[config.mk]
export PLATFORM = sky130hd
export DESIGN_NAME = dm_responder
export DESIGN_NICKNAME = d
export VERILOG_FILES = /design/src/rtl/dm_pkg.sv /design/src/rtl/dm_array.sv /design/src/rtl/dm_responder.sv
export SDC_FILE = /design/constraint.sdc
export NUM_CORES = 2
export LEC_CHECK = 0
export BUFFER_PORTS_ARGS = -buffer_cell sky130_fd_sc_hd__buf_2
export CAP_MARGIN = 20
export CORE_ASPECT_RATIO = 1.5
export CORE_MARGIN = 4
export CORE_UTILIZATION = 30
export DETAILED_ROUTE_END_ITERATION = 10
export PLACE_DENSITY = 0.42
export SKIP_LAST_GASP = 1
export SLEW_MARGIN = 5
export SYNTH_ARGS = -nofsm -noshare
export SYNTH_HDL_FRONTEND = slang
export SYNTH_SLANG_ARGS = --single-unit
export TNS_END_PERCENT = 30
[constraint.sdc]
create_clock -name clock -period 3.4 [get_ports clock]
set_input_delay 0 -clock clock [delete_from_list [all_inputs] [get_ports clock]]
set_output_delay 0 -clock clock [all_outputs]
set_load 0.01 [all_outputs]
[src/rtl/dm_pkg.sv]
// Shared definitions for the data-memory responder.
// Contents:
//   DM_ADDR_W / DM_DATA_W : default request address and data widths
//   DM_RD_LAT_MAX         : largest supported read latency
//   DM_CNT_W              : width of the read-latency down-counter
//   dm_state_e            : responder FSM states
package dm_pkg;

  localparam int DM_ADDR_W     = 16;
  localparam int DM_DATA_W     = 8;
  localparam int DM_RD_LAT_MAX = 15;
  localparam int DM_CNT_W      = $clog2(DM_RD_LAT_MAX + 1);

  typedef enum logic {
    IDLE    = 1'b0,
    RD_WAIT = 1'b1
  } dm_state_e;

endpackage

[src/rtl/dm_array.sv]
// Word storage behind the data-memory responder.
// Synchronous write, combinational read, no reset (contents survive reset).
// Ports:
//   clock  : system clock
//   we     : write enable, commits wdata at waddr on the rising edge
//   waddr  : write word index
//   wdata  : write data
//   raddr  : read word index
//   rdata  : read data, combinational from raddr
module dm_array #(
  parameter int DEPTH  = 256,
  parameter int DATA_W = 8,
  parameter int IDX_W  = 8
) (
  input  logic              clock,
  input  logic              we,
  input  logic [IDX_W-1:0]  waddr,
  input  logic [DATA_W-1:0] wdata,
  input  logic [IDX_W-1:0]  raddr,
  output logic [DATA_W-1:0] rdata
);

  logic [DATA_W-1:0] mem_q [DEPTH];

  always_ff @(posedge clock) begin
    if (we) begin
      mem_q[waddr] <= wdata;
    end
  end

  assign rdata = mem_q[raddr];

endmodule

[src/rtl/dm_responder.sv]
// Data-memory responder for the processor data port. Accepts one request at a
// time, completes writes after one cycle and reads after RD_LAT cycles, with a
// one-cycle dm_valid pulse on completion. Out-of-range requests complete with
// the same timing and raise addr_err alongside dm_valid.
// Ports:
//   clock    : system clock
//   rst      : synchronous active-high reset
//   dm_en    : request strobe (ignored while dm_busy)
//   dm_we    : 1 = write, 0 = read
//   ar_in    : request address
//   wdata    : write data
//   dm_out   : registered read data, holds until the next read completes
//   dm_valid : one-cycle completion pulse
//   dm_busy  : multi-cycle read in flight
//   addr_err : completed request was out of range (qualified by dm_valid)
module dm_responder
  import dm_pkg::*;
#(
  parameter int ADDR_W = DM_ADDR_W,
  parameter int DATA_W = DM_DATA_W,
  parameter int DEPTH  = 256,
  parameter int RD_LAT = 2
) (
  input  logic              clock,
  input  logic              rst,
  input  logic              dm_en,
  input  logic              dm_we,
  input  logic [ADDR_W-1:0] ar_in,
  input  logic [DATA_W-1:0] wdata,
  output logic [DATA_W-1:0] dm_out,
  output logic              dm_valid,
  output logic              dm_busy,
  output logic              addr_err
);

  localparam int                 IDX_W     = (DEPTH > 1) ? $clog2(DEPTH) : 1;
  localparam logic [ADDR_W:0]    DEPTH_EXT = (ADDR_W + 1)'(DEPTH);
  localparam logic [DM_CNT_W-1:0] LAT_LOAD = DM_CNT_W'(RD_LAT - 1);

  dm_state_e           state_q;
  logic [DM_CNT_W-1:0] cnt_q;
  logic [IDX_W-1:0]    idx_q;
  logic                err_q;
  logic [DATA_W-1:0]   dm_out_q;
  logic                dm_valid_q;
  logic                dm_busy_q;
  logic                addr_err_q;

  logic                accept;
  logic                in_range;
  logic                wr_en;
  logic [IDX_W-1:0]    req_idx;
  logic [IDX_W-1:0]    rd_idx;
  logic [DATA_W-1:0]   rd_data;

  assign accept   = dm_en && (state_q == IDLE);
  // Range check on the full address before truncating to the word index.
  assign in_range = ({1'b0, ar_in} < DEPTH_EXT);
  assign req_idx  = ar_in[IDX_W-1:0];
  // Reset wins over a simultaneous request, so the write is gated too.
  assign wr_en    = accept && dm_we && in_range && !rst;
  // While waiting, read from the captured index; no write can land meanwhile
  // because requests are ignored when busy.
  assign rd_idx   = (state_q == IDLE) ? req_idx : idx_q;

  dm_array #(
    .DEPTH  (DEPTH),
    .DATA_W (DATA_W),
    .IDX_W  (IDX_W)
  ) u_array (
    .clock (clock),
    .we    (wr_en),
    .waddr (req_idx),
    .wdata (wdata),
    .raddr (rd_idx),
    .rdata (rd_data)
  );

  always_ff @(posedge clock) begin
    if (rst) begin
      state_q    <= IDLE;
      cnt_q      <= '0;
      idx_q      <= '0;
      err_q      <= 1'b0;
      dm_out_q   <= '0;
      dm_valid_q <= 1'b0;
      dm_busy_q  <= 1'b0;
      addr_err_q <= 1'b0;
    end else begin
      dm_valid_q <= 1'b0;
      addr_err_q <= 1'b0;
      case (state_q)
        IDLE: begin
          if (dm_en) begin
            if (dm_we) begin
              dm_valid_q <= 1'b1;
              addr_err_q <= !in_range;
            end else if (RD_LAT <= 1) begin
              dm_out_q   <= in_range ? rd_data : '0;
              dm_valid_q <= 1'b1;
              addr_err_q <= !in_range;
            end else begin
              state_q   <= RD_WAIT;
              dm_busy_q <= 1'b1;
              cnt_q     <= LAT_LOAD;
              idx_q     <= req_idx;
              err_q     <= !in_range;
            end
          end
        end
        RD_WAIT: begin
          // Counter value 1 marks the last waiting cycle: load data now so it
          // appears with dm_valid in the following cycle.
          if (cnt_q == DM_CNT_W'(1)) begin
            dm_out_q   <= err_q ? '0 : rd_data;
            dm_valid_q <= 1'b1;
            addr_err_q <= err_q;
            dm_busy_q  <= 1'b0;
            cnt_q      <= '0;
            state_q    <= IDLE;
          end else begin
            cnt_q <= cnt_q - DM_CNT_W'(1);
          end
        end
        default: begin
          state_q <= IDLE;
        end
      endcase
    end
  end

  assign dm_out   = dm_out_q;
  assign dm_valid = dm_valid_q;
  assign dm_busy  = dm_busy_q;
  assign addr_err = addr_err_q;

endmodule

==> run metrics <==
vias in the first global route 53900; max_slew headroom 21.2%; Post-Synthesis Cells 6068; crit end category flip-flop; total negative slack 0 ns; sequential area share after synthesis 74.3%; Hold Startpoint wdata[0]; worst path bufs/invs 8; WP data required 4.14 ns; Initial Util 30.2%; CP Cell Sequence buf_6 > mux2i_4 > buf_12 > buf_12 > buf_12 > buf_12 > buf_4 > buf_4 > nand2_1 > nand3_1 > nand3_1 > o22ai_1 > buf_4 > a22oi_1 > a41o_1 > o2111ai_1; max-slew violation count 0; Ys Warns 0; clk buf depth 4; drt via density 5.02; Final ANT Viol Nets 0; synthesized area 83500 µm²; # fillers 26500; Final Cycle Share 99.8%; critical path's top delay family buffers and inverters; RSZ-0062 raised after global routing yes; via count 53000; DRC 0; Synth Area per Inst 13.8 µm²; wire length per cell 28.4 µm; Stages on worst setup path 16; Num Clock Sinks 2073; Top FF cell, synth edfxtp_1; peak supply drop 0.000374 V; FF-to-FF path depth 16; clk_lat worst skew 0.88 ns; Worst Setup Path Type flip-flop to flip-flop; RR Startpoint state_q; Cell Count Post-Placement 10100; CTS tree yes; die extent in y 654 µm; Yosys reg bits 2073; PwrDens 561 nW/µm²; Ports 39; hpwl dp 195 mm; flop2flop setup slack 0.008 ns; Reg-to-Reg End dm_out[4]; grt ovf 0; multi-input logic area 19900 µm²; non-filler cells in the finished layout 10500; most used cell, CP buf_12; Die X 439 µm; pin count of the biggest net entering global routing 144; layout cells sized above 1 17.2%; Min Clock Period, post-route 3.39 ns; run status completed; Pre-antenna DRT Iters 7; Worst Hold Depth 2; CTS clk-pin slew, worst paths 0.07 ns; max cap viols 0; Worst Hold Class primary input to flip-flop; number of flops mapped to enable cells by yosys 2048; port bufs 38; library cells used by synthesis 68; gr usage total 20.5%; Core Rows 236; fmax 295 MHz; die area 287000 µm²; critical path arrival 4.13 ns; Worst path slowest cell a41o_1; first-pass GRT wire length 422 mm; syn nets 6098; Syn-to-layout area delta 20.7%; ys async rst share 0%; P_leak 34.7 nW; Worst Clk Skew 0.0577 ns; Endpoint, Worst Hold u_array.mem_q[175][0]; htree depth 4; Root Driver clkbuf_16; Worst setup SP type flip-flop; initial antenna violation count 11; commonest non-fill, non-tap cell in the layout edfxtp_1; GP Congestion 0.851; largest fanout on the critical path 20; register area 62000 µm²; # nets final 6731; most frequent cells in the layout edfxtp_1 (2048), nand2_1 (1441), nand3_1 (701); worst slew pin tran 1.18 ns; core area 276000 µm²; Crit path largest cell delay 0.42 ns; TritonCTS buffer count 206; final setup violation count 0; Fin. Hold Viols 0; Detailed Route WL 299 mm; WHS 0.121 ns; start point of the critical path state_q; DRC violation total after the first TritonRoute iteration 4366
-- synthesized netlist by cell type, types with 5 or more instances --
cell type     n  share of area (%)
buf_4        41               0.37
edfxtp_1   2048                 74
mux2_2        7              0.094
mux2i_1     389                4.7
nand3_1     712                4.3
dfxtp_1      25               0.60
nand4_1      25               0.19
o21ai_0      51               0.31
buf_1        45               0.20
a32o_1       36               0.43
clkbuf_1    114               0.51
buf_6        24               0.32
nor2_1      289                1.3
a211o_1       6              0.063
nor4_1        9              0.067
a2111oi_0     5              0.052
nand2_1    1450                6.5
nor3_1       14              0.084
a21oi_1     142               0.85
o211ai_1     13               0.12
nor2b_1       9              0.067
inv_1         9              0.040
buf_2       175                1.0
a21o_1        7              0.063
o31ai_1       9              0.081
a221oi_1     73               0.77
a41oi_1       5              0.052
a22oi_1       9              0.081
mux4_2       10               0.27
a31o_2        6              0.063
a32oi_1      13               0.14
a311oi_1     17               0.18
a31oi_1      67               0.50
nand2b_1      8              0.060
and3_1       41               0.31
o21a_1        5              0.045
o2111ai_1    39               0.41
o22ai_1      31               0.23
a211oi_1     32               0.29
-- where the power goes --
part | leakage (nW) | internal, mW | switching [mW]
clock network | 3.15 | 12.7 | 9.89
registers | 18.6 | 28.1 | 0.0207
logic | 12.9 | 1.86 | 3.90
-- final cells by class --
cell class | instances | area share (%)
inverters | 9 | 0.0335
clock buffers | 257 | 5.40
flip-flops and latches | 2073 | 61.6
repair buffers | 824 | 7.66
diodes | 3 | 0.00745
well taps | 3689 | 4.58
multi-input cells | 3587 | 19.8
clock inverters | 107 | 0.987
-- layer usage --
layer | global-route usage [%] | wire (µm) | part of all wire [%] | vias to the layer above
li1 | - | - | - | 23900
met1 | 23.8 | 115000 | 38 | 27200
met2 | 37.9 | 158000 | 53 | 1308
met3 | 2.25 | 11300 | 3.8 | 499
met4 | 8.83 | 14800 | 4.9 | 0
met5 | 0 | 0 | 0 | -
-- through the flow --
step	setup slack, ns	cell area, µm²	util (%)	power, mW
3_3_place_gp	-0.685	93400	33.8	34.3
4_1_cts	-0.0308	101000	36.4	57.1
6_report	0.00818	101000	36.5	56.5
3_5_place_dp	-0.531	93400	33.8	34.3
2_1_floorplan	0.847	83500	-	31.2
5_1_grt	-0.0137	101000	36.5	58.3
-- worst max-delay path by stage --
| stage | endpoint | slack, ns |
|---|---|---|
| floorplan | dm_out[7] | 0.85 |
| global placement | dm_out[1] | -0.69 |
| detailed placement | dm_out[0] | -0.53 |
| CTS | dm_out[1] | -0.03 |
| global route | dm_out[5] | -0.01 |
| finish | dm_out[4] | 0.008 |
-- what timing repair did --
item,in CTS,in global routing
buffers inserted,8,0
gates resized for setup,40,36
setup endpoints to repair,8,8
pin swaps,3,11
cloned,3,0
endpoints found under the hold margin,1485,0
hold buffers,31,0
-- cell families after synthesis --
| family | count (synthesis) | synth area share (%) |
|---|---|---|
| adders and majority gates | 2 | 0.0300 |
| DFF | 2073 | 74.3 |
| AOI/OAI and AO/OA | 600 | 5.09 |
| and+or+nand+nor | 2577 | 13.0 |
| buffers and inverters | 408 | 2.50 |
| muxes | 408 | 5.06 |
-- flip-flops by register name, indices dropped and copies added, names as in the netlist, 4 cells and up --
register	count
cnt_q	4
dm_out	8
idx_q	8
u_array.mem_q	2048
Power figures use the tool's default switching activity.
